## config.mk

```make
export PLATFORM = sky130hd
export DESIGN_NAME = token_dispatch_flat
export DESIGN_NICKNAME = d
export VERILOG_FILES = /design/src/rtl/snappy_ctrl_pkg.sv /design/src/rtl/token_dispatch_if.sv /design/src/rtl/rr_arbiter.sv /design/src/rtl/token_dispatch.sv /design/src/flat_wrapper.sv
export SDC_FILE = /design/constraint.sdc
export NUM_CORES = 1
export LEC_CHECK = 0
export BUFFER_PORTS_ARGS = -buffer_cell sky130_fd_sc_hd__buf_2
export CELL_PAD_IN_SITES_DETAIL_PLACEMENT = 1
export CELL_PAD_IN_SITES_GLOBAL_PLACEMENT = 1
export CORE_MARGIN = 5
export CORE_UTILIZATION = 25
export DETAILED_ROUTE_END_ITERATION = 6
export PLACE_DENSITY_LB_ADDON = 0.1
export SETUP_SLACK_MARGIN = 0.4
export SYNTH_ARGS = -nofsm -noshare
export SYNTH_HDL_FRONTEND = slang
export SYNTH_HIERARCHICAL = 1
export SYNTH_SLANG_ARGS = --single-unit
```

## constraint.sdc

```tcl
create_clock -name clk -period 8.25 [get_ports clk]
set_clock_uncertainty 0.1 [all_clocks]
set_input_delay 2.0625 -clock clk [delete_from_list [all_inputs] [get_ports clk]]
set_output_delay 2.0625 -clock clk [all_outputs]
set_load 0.005 [all_outputs]
```

## src/rtl/snappy_ctrl_pkg.sv

```systemverilog
// Shared constants for the page-level decompressor control blocks.
// Holds the dispatcher state encoding and the BRAM write-queue bank count.
// No logic; imported by token_dispatch, its interface users and rr_arbiter users.
package snappy_ctrl_pkg;

  // Dispatcher states, kept as plain 2-bit constants so older blocks that
  // compare against raw codes keep working.
  localparam logic [1:0] IDLE  = 2'd0;
  localparam logic [1:0] RUN   = 2'd1;
  localparam logic [1:0] DRAIN = 2'd2;
  localparam logic [1:0] DONE  = 2'd3;

  localparam int                   RAM_BANKS  = 16;
  localparam logic [RAM_BANKS-1:0] RAM_ALLONE = 16'hffff;

endpackage

```

## src/rtl/token_dispatch_if.sv

```systemverilog
// Token FIFO read side plus the parser-array broadcast bus.
// master: the dispatcher (pops tf_*, drives ps_valid/ps_data).
// slave: the FIFO + parser array side (drives tf_empty/tf_dout, ps_ready/ps_empty).
interface token_dispatch_if #(
  parameter int NUM_PARSER = 6,
  parameter int TOKEN_W    = 144
);
  logic                  tf_empty;
  logic [TOKEN_W-1:0]    tf_dout;
  logic                  tf_rd_en;
  logic [NUM_PARSER-1:0] ps_ready;
  logic [NUM_PARSER-1:0] ps_empty;
  logic [NUM_PARSER-1:0] ps_valid;
  logic [TOKEN_W-1:0]    ps_data;

  modport master (
    input  tf_empty, tf_dout, ps_ready, ps_empty,
    output tf_rd_en, ps_valid, ps_data
  );

  modport slave (
    output tf_empty, tf_dout, ps_ready, ps_empty,
    input  tf_rd_en, ps_valid, ps_data
  );
endinterface

```

## src/rtl/rr_arbiter.sv

```systemverilog
// Round-robin picker: first set req bit scanning ptr, ptr+1, ... modulo N.
// Latency: purely combinational.
// Backpressure: none; any=0 when no requester, grant outputs are then zero.
// Ports: req (requests), ptr (scan start), gnt_onehot/gnt_idx (winner), any.
module rr_arbiter #(
  parameter int N  = 6,
  parameter int IW = (N > 1) ? $clog2(N) : 1
) (
  input  logic [N-1:0]  req,
  input  logic [IW-1:0] ptr,
  output logic [N-1:0]  gnt_onehot,
  output logic [IW-1:0] gnt_idx,
  output logic          any
);

  // Scan offsets from farthest to nearest so the nearest requester wins.
  always_comb begin
    logic [IW-1:0] j;
    j          = '0;
    gnt_onehot = '0;
    gnt_idx    = '0;
    for (int k = N - 1; k >= 0; k--) begin
      j = IW'((int'(ptr) + k) % N);
      if (req[j]) begin
        gnt_onehot    = '0;
        gnt_onehot[j] = 1'b1;
        gnt_idx       = j;
      end
    end
  end

  assign any = |req;

endmodule

```

## src/rtl/token_dispatch.sv

```systemverilog
// Pops the token FIFO and hands each token to an idle parser (round robin); tracks page drain.
// Latency: 1 cycle FIFO head -> ps_valid; up to one token per cycle with >=2 parsers ready.
// Backpressure: no pop while FIFO empty or no parser eligible; ps_data holds between tokens.
// Ports: clk/rst, start/page_input_finish/cl_finish page control, tf_ps bus (FIFO + parsers),
// ram_empty, page_finish/busy/tok_count status. DISPATCH_STATS_EN adds ps_tok_cnt, stall_cnt.
module token_dispatch
  import snappy_ctrl_pkg::*;
#(
  parameter int NUM_PARSER = 6,
  parameter int TOKEN_W    = 144,
  parameter int DRAIN_CYC  = 16,
  parameter int CNT_W      = 32
) (
  input  logic                    clk,
  input  logic                    rst,
  input  logic                    start,
  input  logic                    page_input_finish,
  token_dispatch_if.master        tf_ps,
  input  logic [RAM_BANKS-1:0]    ram_empty,
  input  logic                    cl_finish,
  output logic                    page_finish,
  output logic                    busy,
  output logic [CNT_W-1:0]        tok_count
`ifdef DISPATCH_STATS_EN
  ,
  output logic [NUM_PARSER*16-1:0] ps_tok_cnt,
  output logic [15:0]              stall_cnt
`endif
);

  localparam int PW = $clog2(NUM_PARSER);

  logic [1:0]            state;
  logic [PW-1:0]         rr_ptr;
  logic                  in_done;
  logic [7:0]            drain_cnt;
  logic [NUM_PARSER-1:0] ps_valid_q;
  logic [TOKEN_W-1:0]    ps_data_q;
  logic [NUM_PARSER-1:0] elig;
  logic [NUM_PARSER-1:0] gnt_onehot;
  logic [PW-1:0]         gnt_idx;
  logic                  gnt_any;
  logic                  dispatch_en;
  logic                  fire;
  logic                  in_done_nxt;
  logic                  all_quiet;

  // A parser's ready only drops a cycle after it takes a token, so the one
  // strobed this cycle must not be picked again.
  assign elig = tf_ps.ps_ready & ~ps_valid_q;

  rr_arbiter #(.N(NUM_PARSER), .IW(PW)) u_arb (
    .req        (elig),
    .ptr        (rr_ptr),
    .gnt_onehot (gnt_onehot),
    .gnt_idx    (gnt_idx),
    .any        (gnt_any)
  );

  // DRAIN keeps dispatching so a straggler token still reaches a parser.
  assign dispatch_en    = (state == RUN) || (state == DRAIN);
  assign fire           = dispatch_en && !tf_ps.tf_empty && gnt_any && !rst;
  assign tf_ps.tf_rd_en = fire;
  assign tf_ps.ps_valid = ps_valid_q;
  assign tf_ps.ps_data  = ps_data_q;

  assign in_done_nxt = in_done | page_input_finish;
  assign all_quiet   = (&tf_ps.ps_empty) && (ram_empty == RAM_ALLONE) &&
                       tf_ps.tf_empty && (ps_valid_q == '0);

  assign page_finish = (state == DONE);
  assign busy        = (state != IDLE);

  always_ff @(posedge clk or posedge rst) begin
    if (rst) begin
      ps_valid_q <= '0;
      ps_data_q  <= '0;
      rr_ptr     <= '0;
      tok_count  <= '0;
    end else begin
      ps_valid_q <= fire ? gnt_onehot : '0;
      if (fire) begin
        ps_data_q <= tf_ps.tf_dout;
        rr_ptr    <= (gnt_idx == PW'(NUM_PARSER - 1)) ? '0 : gnt_idx + PW'(1);
        if (tok_count != '1)
          tok_count <= tok_count + CNT_W'(1);
      end
      if ((state == IDLE) && start)
        tok_count <= '0;
    end
  end

  always_ff @(posedge clk or posedge rst) begin
    if (rst) begin
      state     <= IDLE;
      in_done   <= 1'b0;
      drain_cnt <= '0;
    end else begin
      case (state)
        IDLE: begin
          if (start) begin
            state   <= RUN;
            in_done <= page_input_finish;
          end
        end
        RUN: begin
          in_done <= in_done_nxt;
          if (in_done_nxt && tf_ps.tf_empty) begin
            state     <= DRAIN;
            drain_cnt <= '0;
          end
        end
        DRAIN: begin
          if (all_quiet) begin
            drain_cnt <= drain_cnt + 8'd1;
            if (drain_cnt == 8'(DRAIN_CYC - 1))
              state <= DONE;
          end else begin
            drain_cnt <= '0;
          end
        end
        DONE: begin
          if (cl_finish)
            state <= IDLE;
        end
        default: state <= IDLE;
      endcase
    end
  end

`ifdef DISPATCH_STATS_EN
  logic [15:0] tok_cnt_q [NUM_PARSER];

  always_ff @(posedge clk or posedge rst) begin
    if (rst) begin
      for (int i = 0; i < NUM_PARSER; i++) tok_cnt_q[i] <= '0;
      stall_cnt <= '0;
    end else begin
      if ((state == IDLE) && start) begin
        for (int i = 0; i < NUM_PARSER; i++) tok_cnt_q[i] <= '0;
      end else if (fire && (tok_cnt_q[gnt_idx] != 16'hffff)) begin
        tok_cnt_q[gnt_idx] <= tok_cnt_q[gnt_idx] + 16'd1;
      end
      // Tokens waiting but every parser busy or just strobed.
      if ((state == RUN) && !tf_ps.tf_empty && (elig == '0) && (stall_cnt != 16'hffff))
        stall_cnt <= stall_cnt + 16'd1;
    end
  end

  for (genvar g = 0; g < NUM_PARSER; g++) begin : g_cnt
    assign ps_tok_cnt[g*16 +: 16] = tok_cnt_q[g];
  end
`endif

endmodule

```

## src/flat_wrapper.sv

```systemverilog
// flat-port wrapper written by rule: the top's interface ports become plain ports
module token_dispatch_flat import snappy_ctrl_pkg::*;
#(
  parameter int NUM_PARSER = 6,
  parameter int TOKEN_W    = 144,
  parameter int DRAIN_CYC  = 16,
  parameter int CNT_W      = 32
)
  (clk, rst, start, page_input_finish, ram_empty, cl_finish, page_finish, busy, tok_count, tf_ps_tf_empty, tf_ps_tf_dout, tf_ps_ps_ready, tf_ps_ps_empty, tf_ps_tf_rd_en, tf_ps_ps_valid, tf_ps_ps_data);
  token_dispatch_if #(.NUM_PARSER(NUM_PARSER), .TOKEN_W(TOKEN_W)) tf_ps_i ();
  input  logic clk;
  input  logic rst;
  input  logic start;
  input  logic page_input_finish;
  input  logic [RAM_BANKS-1:0] ram_empty;
  input  logic cl_finish;
  output logic page_finish;
  output logic busy;
  output logic [CNT_W-1:0] tok_count;
  input wire logic [$bits(tf_ps_i.tf_empty)-1:0] tf_ps_tf_empty;
  input wire logic [$bits(tf_ps_i.tf_dout)-1:0] tf_ps_tf_dout;
  input wire logic [$bits(tf_ps_i.ps_ready)-1:0] tf_ps_ps_ready;
  input wire logic [$bits(tf_ps_i.ps_empty)-1:0] tf_ps_ps_empty;
  output wire logic [$bits(tf_ps_i.tf_rd_en)-1:0] tf_ps_tf_rd_en;
  output wire logic [$bits(tf_ps_i.ps_valid)-1:0] tf_ps_ps_valid;
  output wire logic [$bits(tf_ps_i.ps_data)-1:0] tf_ps_ps_data;
  assign tf_ps_i.tf_empty = tf_ps_tf_empty;
  assign tf_ps_i.tf_dout = tf_ps_tf_dout;
  assign tf_ps_i.ps_ready = tf_ps_ps_ready;
  assign tf_ps_i.ps_empty = tf_ps_ps_empty;
  assign tf_ps_tf_rd_en = tf_ps_i.tf_rd_en;
  assign tf_ps_ps_valid = tf_ps_i.ps_valid;
  assign tf_ps_ps_data = tf_ps_i.ps_data;
  token_dispatch #(.NUM_PARSER(NUM_PARSER), .TOKEN_W(TOKEN_W), .DRAIN_CYC(DRAIN_CYC), .CNT_W(CNT_W)) u_core (.clk(clk), .rst(rst), .start(start), .page_input_finish(page_input_finish), .tf_ps(tf_ps_i), .ram_empty(ram_empty), .cl_finish(cl_finish), .page_finish(page_finish), .busy(busy), .tok_count(tok_count));
endmodule
```

==> flow_results.org, run 1 <==
** Timing
- Post-route setup TNS :: 0 ps
- Setup repair after global routing left no endpoint under its margin.
- The worst pin sits at a relative slew slack of 0.310.
- Setup violations remaining at the end of the flow were counted as 0.
- Share of the clock period used by the worst path :: 0.688
- Hold is met by 370 ps.
- The number of hold violations in the final report came to 0.
- Highest attainable clock frequency :: 176 MHz
- At the pin with the least slew margin, the transition time is roughly 1000 ps.
- For the finished layout, the period the worst path requires is 5680 ps.
- Once routing completed, OpenROAD measured the worst setup slack at roughly 2600 ps.
- Final number of max-transition violations :: 0

** Yosys
- The synthesized design contains 0 enable-type register cells.
- Total of flip-flops plus latches after synthesis :: 196
- Of the total synthesized cell area, the portion taken by XOR and XNOR cells is 0.0133.
- Syn Inst Count :: 1,168
- Share of synthesized cell area in full adder, half adder and majority cells :: 0.0253
- For this run, the register share of the synthesized area comes to 0.497.
- Fraction of synthesized area in multiplexers :: 0.0119
- When the netlist entered floorplanning its net count stood at roughly 1,400.
- Area fraction in and, or, nand and nor cells after synthesis :: 0.310
- Number of distinct standard cells referenced by the synthesized netlist :: 77
- Compound-cell area share of the yosys netlist :: 0.108
- Syn Area/Cell :: ~8.5 sq um
- Most common flop cell mapped by yosys :: sky130_fd_sc_hd__dfrtp_1
- After synthesis, the cell types taking the most area are sky130_fd_sc_hd__dfrtp_1, sky130_fd_sc_hd__nand2_1, sky130_fd_sc_hd__ha_1.
- Post-synthesis cell type with the largest combined area :: sky130_fd_sc_hd__dfrtp_1
- Combined area of all synthesized cells :: 9880 sq um
- Of all flip-flops after synthesis, the portion carrying an async set or reset was 1.00.
- By area, the combinational part of the netlist is dominated by simple AND/OR/NAND/NOR gates.
- Of the post-synthesis cell area, the dominant cell type holds 0.497.
- Synth Warn # :: 6

** Clock tree
- The number of setup buffers added after CTS is 0.
- In this run the deepest clock path goes through 2 buffers.
- Clock tree synthesis selected as its root buffer the cell sky130_fd_sc_hd__clkbuf_16.
- Worst-Skew Late Latency :: 450 ps
- CTS sink count :: 196
- Cells resized by post-CTS repair :: 0
- Hold repair after CTS inserted 0 buffers.
- Clock transition time at the flip-flop clock pins of the worst setup and hold paths :: 70 ps
- Max H-tree Level :: 4
- Buffers inserted during clock tree synthesis total 17.
- TritonCTS built the clock tree.

** Pwr
- The worst-case IR drop observed on VDD is 137 uV.
- Leakage dissipation :: between 6 and 7 nW
- Power spread over the standard cell area amounts to ~350 nW/um^2.
- Overall power consumption after layout is estimated at 4.50 mW.

** Routing
- The first routing iteration left 470 violations.
- Initial DRT Pass Iterations :: 4
- In the final routed layout, each cell accounts on average for 17.9 um.
- DR vias/cell :: between 4 and 5
- Summed over all layers, the routed wires come to 36,500 um.
- The final route contains roughly 9,400 vias.
- Number of antenna-violating nets in the routed design :: 0
- In the routed design, unresolved DRC markers number 0.

** Finish
- In the final design database the tool counted 1,702 nets.
- Fill cells :: 4,738
- Final core area utilization :: 0.329
- From synthesis to final layout, the design area changed by 29.3%.
- Of the cells placed in the final design, the portion with a size suffix greater than 1 is 0.290.

** Min path
- The path class of the tightest hold or removal check is flip-flop to flip-flop.

** Floorplan
- From bottom edge to top edge, the die measures 209 um.
- The initial utilization of the core area, before any placement, comes to 0.254.
- The floorplan step defined a die boundary enclosing between 40,000 and 50,000 sq um.
- For this design the top-level I/O count stands at 363.
- The die is roughly 210 um wide.
- Standard cell core area :: 38,800 sq um
- In this run the core area contains about 70 standard-cell rows.

** Place
- Number of buffer cells added on primary ports :: 362
- Prior to clock tree synthesis, the placed netlist has a worst setup slack of 2450 ps.
- Final estimated routing congestion in global placement :: 0.791
- Half-perimeter wire length after detailed placement :: 27,100 um

** Outcome
- Result of the run :: completed

** Global routing
- First-pass GRT wire length :: 57,600 um
- Number of global-route vias before repair :: 9,868
- Initial antenna violation count :: 4
- Entering global routing, the biggest net connects 90 pins.
- Summed over all layers, the global routing overflow is 0.
- Across every metal layer, demand over resource in global routing totals 0.165.

** Setup path
- CP Class :: input pin to primary output
- CP max FO :: 51
- Worst endpoint required time :: 6090 ps
- Crit end category :: primary output
- Data on the critical path arrives at its endpoint at 3520 ps.
- CP Launch Type :: input pin
- Flop2flop setup slack :: roughly 3400 ps

** Run
- Across the run, the number of max-cap violations was 0.
-- cells by family after synthesis --
| group | Yosys count |
|---|---|
| AND/OR/NAND/NOR | 690 |
| flip-flops | 196 |
| AO/OA/AOI/OAI | 159 |
| buffers and inverters | 80 |
| adder cells (fa/ha/maj) | 20 |
| XOR/XNOR | 12 |
| multiplexers | 11 |
-- power breakdown --
group | switching (mW) | internal, mW | total [mW]
logic | 1.32 | 0.809 | 2.13
registers | 0.201 | 1.31 | 1.51
clock network | 0.396 | 0.464 | 0.859
-- cell usage in the layout (no fill, tap or decap), types with 5 or more instances in the layout --
cell type                   synthesis  layout
sky130_fd_sc_hd__inv_1             21      21
sky130_fd_sc_hd__xnor2_1            9       9
sky130_fd_sc_hd__or3_1             14      14
sky130_fd_sc_hd__o21ai_0           28      28
sky130_fd_sc_hd__a21o_1             6       6
sky130_fd_sc_hd__and2_1            18      18
sky130_fd_sc_hd__nor3_1             8       8
sky130_fd_sc_hd__nand4_1           14      14
sky130_fd_sc_hd__clkbuf_16          0      17
sky130_fd_sc_hd__nor2b_1           12      12
sky130_fd_sc_hd__nor4_1             9       9
sky130_fd_sc_hd__nand4b_1           5       5
sky130_fd_sc_hd__and3_1             7       7
sky130_fd_sc_hd__or4_1              9       9
sky130_fd_sc_hd__nand2_1          491     491
sky130_fd_sc_hd__and4_1             5       5
sky130_fd_sc_hd__o31ai_1            8       7
sky130_fd_sc_hd__o21ai_1           12      12
sky130_fd_sc_hd__buf_2              7     362
sky130_fd_sc_hd__nor2_1            38      38
sky130_fd_sc_hd__buf_4              3       9
sky130_fd_sc_hd__dfrtp_1          196     196
sky130_fd_sc_hd__o211ai_1           5       5
sky130_fd_sc_hd__a211oi_1          11      11
sky130_fd_sc_hd__nand3_1           36      36
sky130_fd_sc_hd__mux2i_1            5       5
sky130_fd_sc_hd__mux2_2             6       6
sky130_fd_sc_hd__ha_1              20      20
sky130_fd_sc_hd__a21oi_1           48      48
-- state kept, by name, indices dropped and copies added, names as in the netlist --
name,count
u_core/tf_ps.ps_data,144
u_core/drain_cnt,8
u_core/in_done,1
u_core/tok_count,32
u_core/tf_ps.ps_valid,6
u_core/state,2
u_core/rr_ptr,3
-- per-stage QoR --
stage	std cells	area [sq um]
2_1_floorplan	1168	9880
3_3_place_gp	2003	12200
3_5_place_dp	2003	12200
4_1_cts	2035	12800
5_1_grt	2037	12800
6_report	2038	12800
-- worst paths after layout --
| kind | endpoint | from | cells after the start |
|---|---|---|---|
| worst min register to register | u_core/tf_ps.ps_data[138] | u_core/tf_ps.ps_data[138] | 2 |
| min in group asynchronous | u_core/tok_count[6] | rst | 2 |
| max in group asynchronous | u_core/tf_ps.ps_data[29] | rst | 4 |
| worst max register to register | u_core/rr_ptr[1] | u_core/rr_ptr[0] | 15 |
| worst min-delay path | u_core/tf_ps.ps_data[138] | u_core/tf_ps.ps_data[138] | 2 |
| worst max-delay path | tf_ps_tf_rd_en | tf_ps_ps_ready[0] | 7 |
-- cells in the mapped netlist, types with 7 or more instances --
| cell type | number |
|---|---|
| sky130_fd_sc_hd__nor2_1 | 38 |
| sky130_fd_sc_hd__clkbuf_1 | 39 |
| sky130_fd_sc_hd__or4_1 | 9 |
| sky130_fd_sc_hd__nor4_1 | 9 |
| sky130_fd_sc_hd__o21ai_1 | 12 |
| sky130_fd_sc_hd__o21ai_0 | 28 |
| sky130_fd_sc_hd__nor3_1 | 8 |
| sky130_fd_sc_hd__or3_1 | 14 |
| sky130_fd_sc_hd__nand2_1 | 491 |
| sky130_fd_sc_hd__and2_1 | 18 |
| sky130_fd_sc_hd__a21oi_1 | 48 |
| sky130_fd_sc_hd__nand3_1 | 36 |
| sky130_fd_sc_hd__nor2b_1 | 12 |
| sky130_fd_sc_hd__xnor2_1 | 9 |
| sky130_fd_sc_hd__a211oi_1 | 11 |
| sky130_fd_sc_hd__ha_1 | 20 |
| sky130_fd_sc_hd__dfrtp_1 | 196 |
| sky130_fd_sc_hd__buf_2 | 7 |
| sky130_fd_sc_hd__nand4_1 | 14 |
| sky130_fd_sc_hd__o31ai_1 | 8 |
| sky130_fd_sc_hd__and3_1 | 7 |
| sky130_fd_sc_hd__inv_1 | 21 |
-- critical path, cell delays in order --
cell                       delay, ps
sky130_fd_sc_hd__buf_2            70
sky130_fd_sc_hd__nor2b_1         300
sky130_fd_sc_hd__nor2_1           90
sky130_fd_sc_hd__nand2_1         130
sky130_fd_sc_hd__nand4b_4        160
sky130_fd_sc_hd__inv_4           460
sky130_fd_sc_hd__buf_2           220
-- metal layers --
metal | track usage | vias to the layer above | wire, um
met5 | 0 | - | 7
met4 | 0.0450 | 2 | 505
met3 | 0.0463 | 28 | 2200
met2 | 0.284 | 230 | 18300
met1 | 0.205 | 4593 | 15400
li1 | - | 4576 | -
-- area by class of cell --
class | instances | area, sq um | share of cell area
Antenna cell | 3 | 7.51 | 0.000588
Clock buffer | 20 | 457 | 0.0357
Clock inverter | 12 | 129 | 0.0101
Inverter | 26 | 110 | 0.00862
Multi-Input combinational cell | 892 | 4640 | 0.363
Sequential cell | 196 | 4900 | 0.384
Tap cell | 518 | 648 | 0.0507
Timing Repair Buffer | 371 | 1880 | 0.147
(Power assumes the default switching activity.)
==> run 2: changes to the inputs <==
Clock period 8.25 ns to 5.3 ns, I/O delays scaled along.
==> run 2 against run 1 <==
Against the previous run: worst hold slack about the same; largest cell class unchanged; core utilization grew 0.23 points; global-route usage grew 0.26 points; setup slack worse by 1700 ps; non-clock buffer count grew 6; final cell count is 0.34% higher; critical path depth grew 10; routed wire length is 3.3% higher; largest power group unchanged; combinational power up 58%; sequential power increased by 54%; clock power increased by 66%.
==> flow_results.org, run 2 (synthesis gave the netlist of run 1 again) <==
** Routing
- Number of antenna-violating nets in the routed design :: 0 (unchanged)
- Initial DRT Pass Iterations :: 4 (unchanged)
- DR vias/cell :: 4.66 (+0.80%)
- Count of unresolved DRC violations after routing :: 0 (unchanged)
- The final wirelength came to 37,700 um (+3.3%).
- The average wire per cell in the routed design is 18.4 um (+2.9%).
- DR vias :: 9,537 (+1.1%)
- Starting DRT DRC Count :: 416 (-11%)

** Clock tree
- CTS sink count :: 196 (unchanged)
- Root buffer cell :: sky130_fd_sc_hd__clkbuf_16
- The post-CTS setup buffer count was 0 (unchanged).
- The maximum count of clock buffers along a single path was 2 (unchanged).
- Worst-Skew Late Latency :: 450 ps (about the same)
- TritonCTS clock tree :: built
- Hold bufs inserted after CTS :: 0 (unchanged)
- Cells resized by post-CTS repair :: 0 (unchanged)
- Max H-tree Level :: 4 (unchanged)
- The clock-pin slew of the registers on the worst-case setup and hold paths came to 70 ps (about the same).
- The number of buffers created by CTS is 17 (unchanged).

** Global routing
- The initial antenna violation count is 7 (+3).
- All-layer global routing usage :: 0.168 (+0.00255)
- Largest net degree at the start of global routing :: 90 (unchanged)
- The number of global-route vias before repair is 9,789 (-0.80%).
- Total overflow reported by the global router :: 0 (unchanged)
- First-pass GRT wire length :: 58,200 um (+1.0%)

** Floorplan
- The number of ports placed on the die boundary came to 363 (unchanged).
- The starting density of the core was 0.254 (unchanged).
- Standard cell core area :: 38,800 sq um (unchanged)
- Die area :: 43,600 sq um (unchanged)
- Chip Height :: 209 um (unchanged)
- Die width :: 209 um (unchanged)
- Rows :: 72 (unchanged)

** Finish
- The number of fill cells came to 4,761 (+0.49%).
- The number of flip-flops in the largest register came to 144 (unchanged).
- Most frequent cells in the layout :: sky130_fd_sc_hd__nand2_1, sky130_fd_sc_hd__buf_2, sky130_fd_sc_hd__dfrtp_1, sky130_fd_sc_hd__a21oi_1, sky130_fd_sc_hd__nor2_1
- The share of cells above drive strength 1 came to 0.293 (+0.00345).
- The net total in the final layout came to 1,708 (+0.35%).
- The library cell used most frequently in the layout, excluding fill and tap cells, is sky130_fd_sc_hd__nand2_1.
- Layout Area Growth over Synthesis :: 30.2%

** Min path
- In this run the worst hold path is classified as flip-flop to flip-flop.

** Setup path
- CP Launch Type :: flip-flop
- CP max FO :: 16 (-69%)
- CP Class :: flip-flop to flip-flop
- The data required time at the worst endpoint came to 5480 ps (-610 ps).
- The worst setup path is captured at a flip-flop.
- The arrival time at the worst endpoint came to 4640 ps (+1120 ps).

** Timing
- Relative slew slack :: 0.273 (-0.0365)
- Setup repair after global routing left no endpoint under its margin.
- Fin crit period :: 4450 ps
- Final number of max-transition violations :: 0 (unchanged)
- The number of hold violations in the final report was 0 (unchanged).
- Derived from the worst setup path, the maximum achievable clock frequency is between 200 and 250 MHz.
- Post-route setup TNS :: 0 ps (unchanged)
- Transition time of the tightest slew-check pin :: 1090 ps (+54.7 ps)
- The final worst-path setup slack came to 847 ps (-1720 ps).
- Number of setup violations in the final report :: 0 (unchanged)
- Share of the clock period used by the worst path :: 0.840

** Outcome
- Result of the run :: completed

** Run
- Maxcap violations :: 0 (unchanged)

** Place
- Final estimated routing congestion in global placement :: 0.865 (+9.3%)
- Half-perimeter wire length after detailed placement :: 27,900 um (+3.2%)
- The number of input and output port buffers inserted was 362 (unchanged).
- The setup slack at placement is 854 ps (-1600 ps).

** Pwr
- The standby leakage power was 6.78 nW (+0.92%).
- The overall power after layout is 7.14 mW (+59%).
- The power per standard cell area is 555 nW/um^2 (+58%).
- The worst supply voltage drop on vdd is 190 uV (+39%).
-- run 2: critical path: stages (launching register included) --
cell,delay [ps]
sky130_fd_sc_hd__dfrtp_1,490
sky130_fd_sc_hd__buf_4,320
sky130_fd_sc_hd__inv_1,170
sky130_fd_sc_hd__ha_1,390
sky130_fd_sc_hd__a21oi_4,260
sky130_fd_sc_hd__inv_1,110
sky130_fd_sc_hd__ha_1,340
sky130_fd_sc_hd__nor2b_1,360
sky130_fd_sc_hd__a211oi_2,130
sky130_fd_sc_hd__nor3b_1,280
sky130_fd_sc_hd__o41ai_2,150
sky130_fd_sc_hd__a21oi_2,270
sky130_fd_sc_hd__a21oi_1,110
sky130_fd_sc_hd__o21a_1,210
sky130_fd_sc_hd__o211ai_1,290
sky130_fd_sc_hd__nor3_1,100
sky130_fd_sc_hd__a21oi_1,120
sky130_fd_sc_hd__o21ai_0,90
-- run 2: final timing paths --
kind,from,end,slack [ps],depth (start not counted)
setup / recovery,u_core/rr_ptr[2],u_core/rr_ptr[1],850,17
hold / removal,u_core/tf_ps.ps_data[65],u_core/tf_ps.ps_data[65],370,2
setup reg to reg,u_core/rr_ptr[2],u_core/rr_ptr[1],850,17
hold reg to reg,u_core/tf_ps.ps_data[65],u_core/tf_ps.ps_data[65],370,2
max in group asynchronous,rst,u_core/tf_ps.ps_data[10],2470,4
min in group asynchronous,rst,u_core/tok_count[15],760,2
-- run 2: cell type report --
type | instances | area (sq um) | share of cell area
antenna | 4 | 10.0 | 0.000778
clock inverter | 15 | 200 | 0.0156
inverter | 26 | 110 | 0.00856
timing repair buffer | 377 | 1920 | 0.150
sequential | 196 | 4900 | 0.381
multi-input combinational | 892 | 4640 | 0.361
clock buffer | 17 | 425 | 0.0331
tap | 518 | 648 | 0.0504
-- run 2: power breakdown --
part | leakage [nW] | total (mW) | switching (mW) | internal (mW)
registers | 2.52 | 2.33 | 0.293 | 2.04
clock network | 0.314 | 1.43 | 0.636 | 0.797
logic | 3.95 | 3.37 | 2.10 | 1.27
-- run 2: per-layer routing --
layer / share of wire / vias to the layer above / track usage
li1: - / 4581 / -
met1: 0.42 / 4695 / 0.205
met2: 0.50 / 219 / 0.289
met3: 0.057 / 38 / 0.0453
met4: 0.020 / 4 / 0.0531
met5: 0.00056 / - / 0
-- run 2: through the flow --
stage / instance area [sq um] / utilization / std cells / hold slack [ps]
after detailed placement: 12200 / 0.315 / 2009 / 357
after global placement: 12200 / 0.315 / 2009 / 352
final: 12900 / 0.331 / 2045 / 369
after global routing: 12900 / 0.331 / 2043 / 391
after CTS: 12900 / 0.331 / 2041 / 376
after floorplan: 9880 / - / 1168 / 370
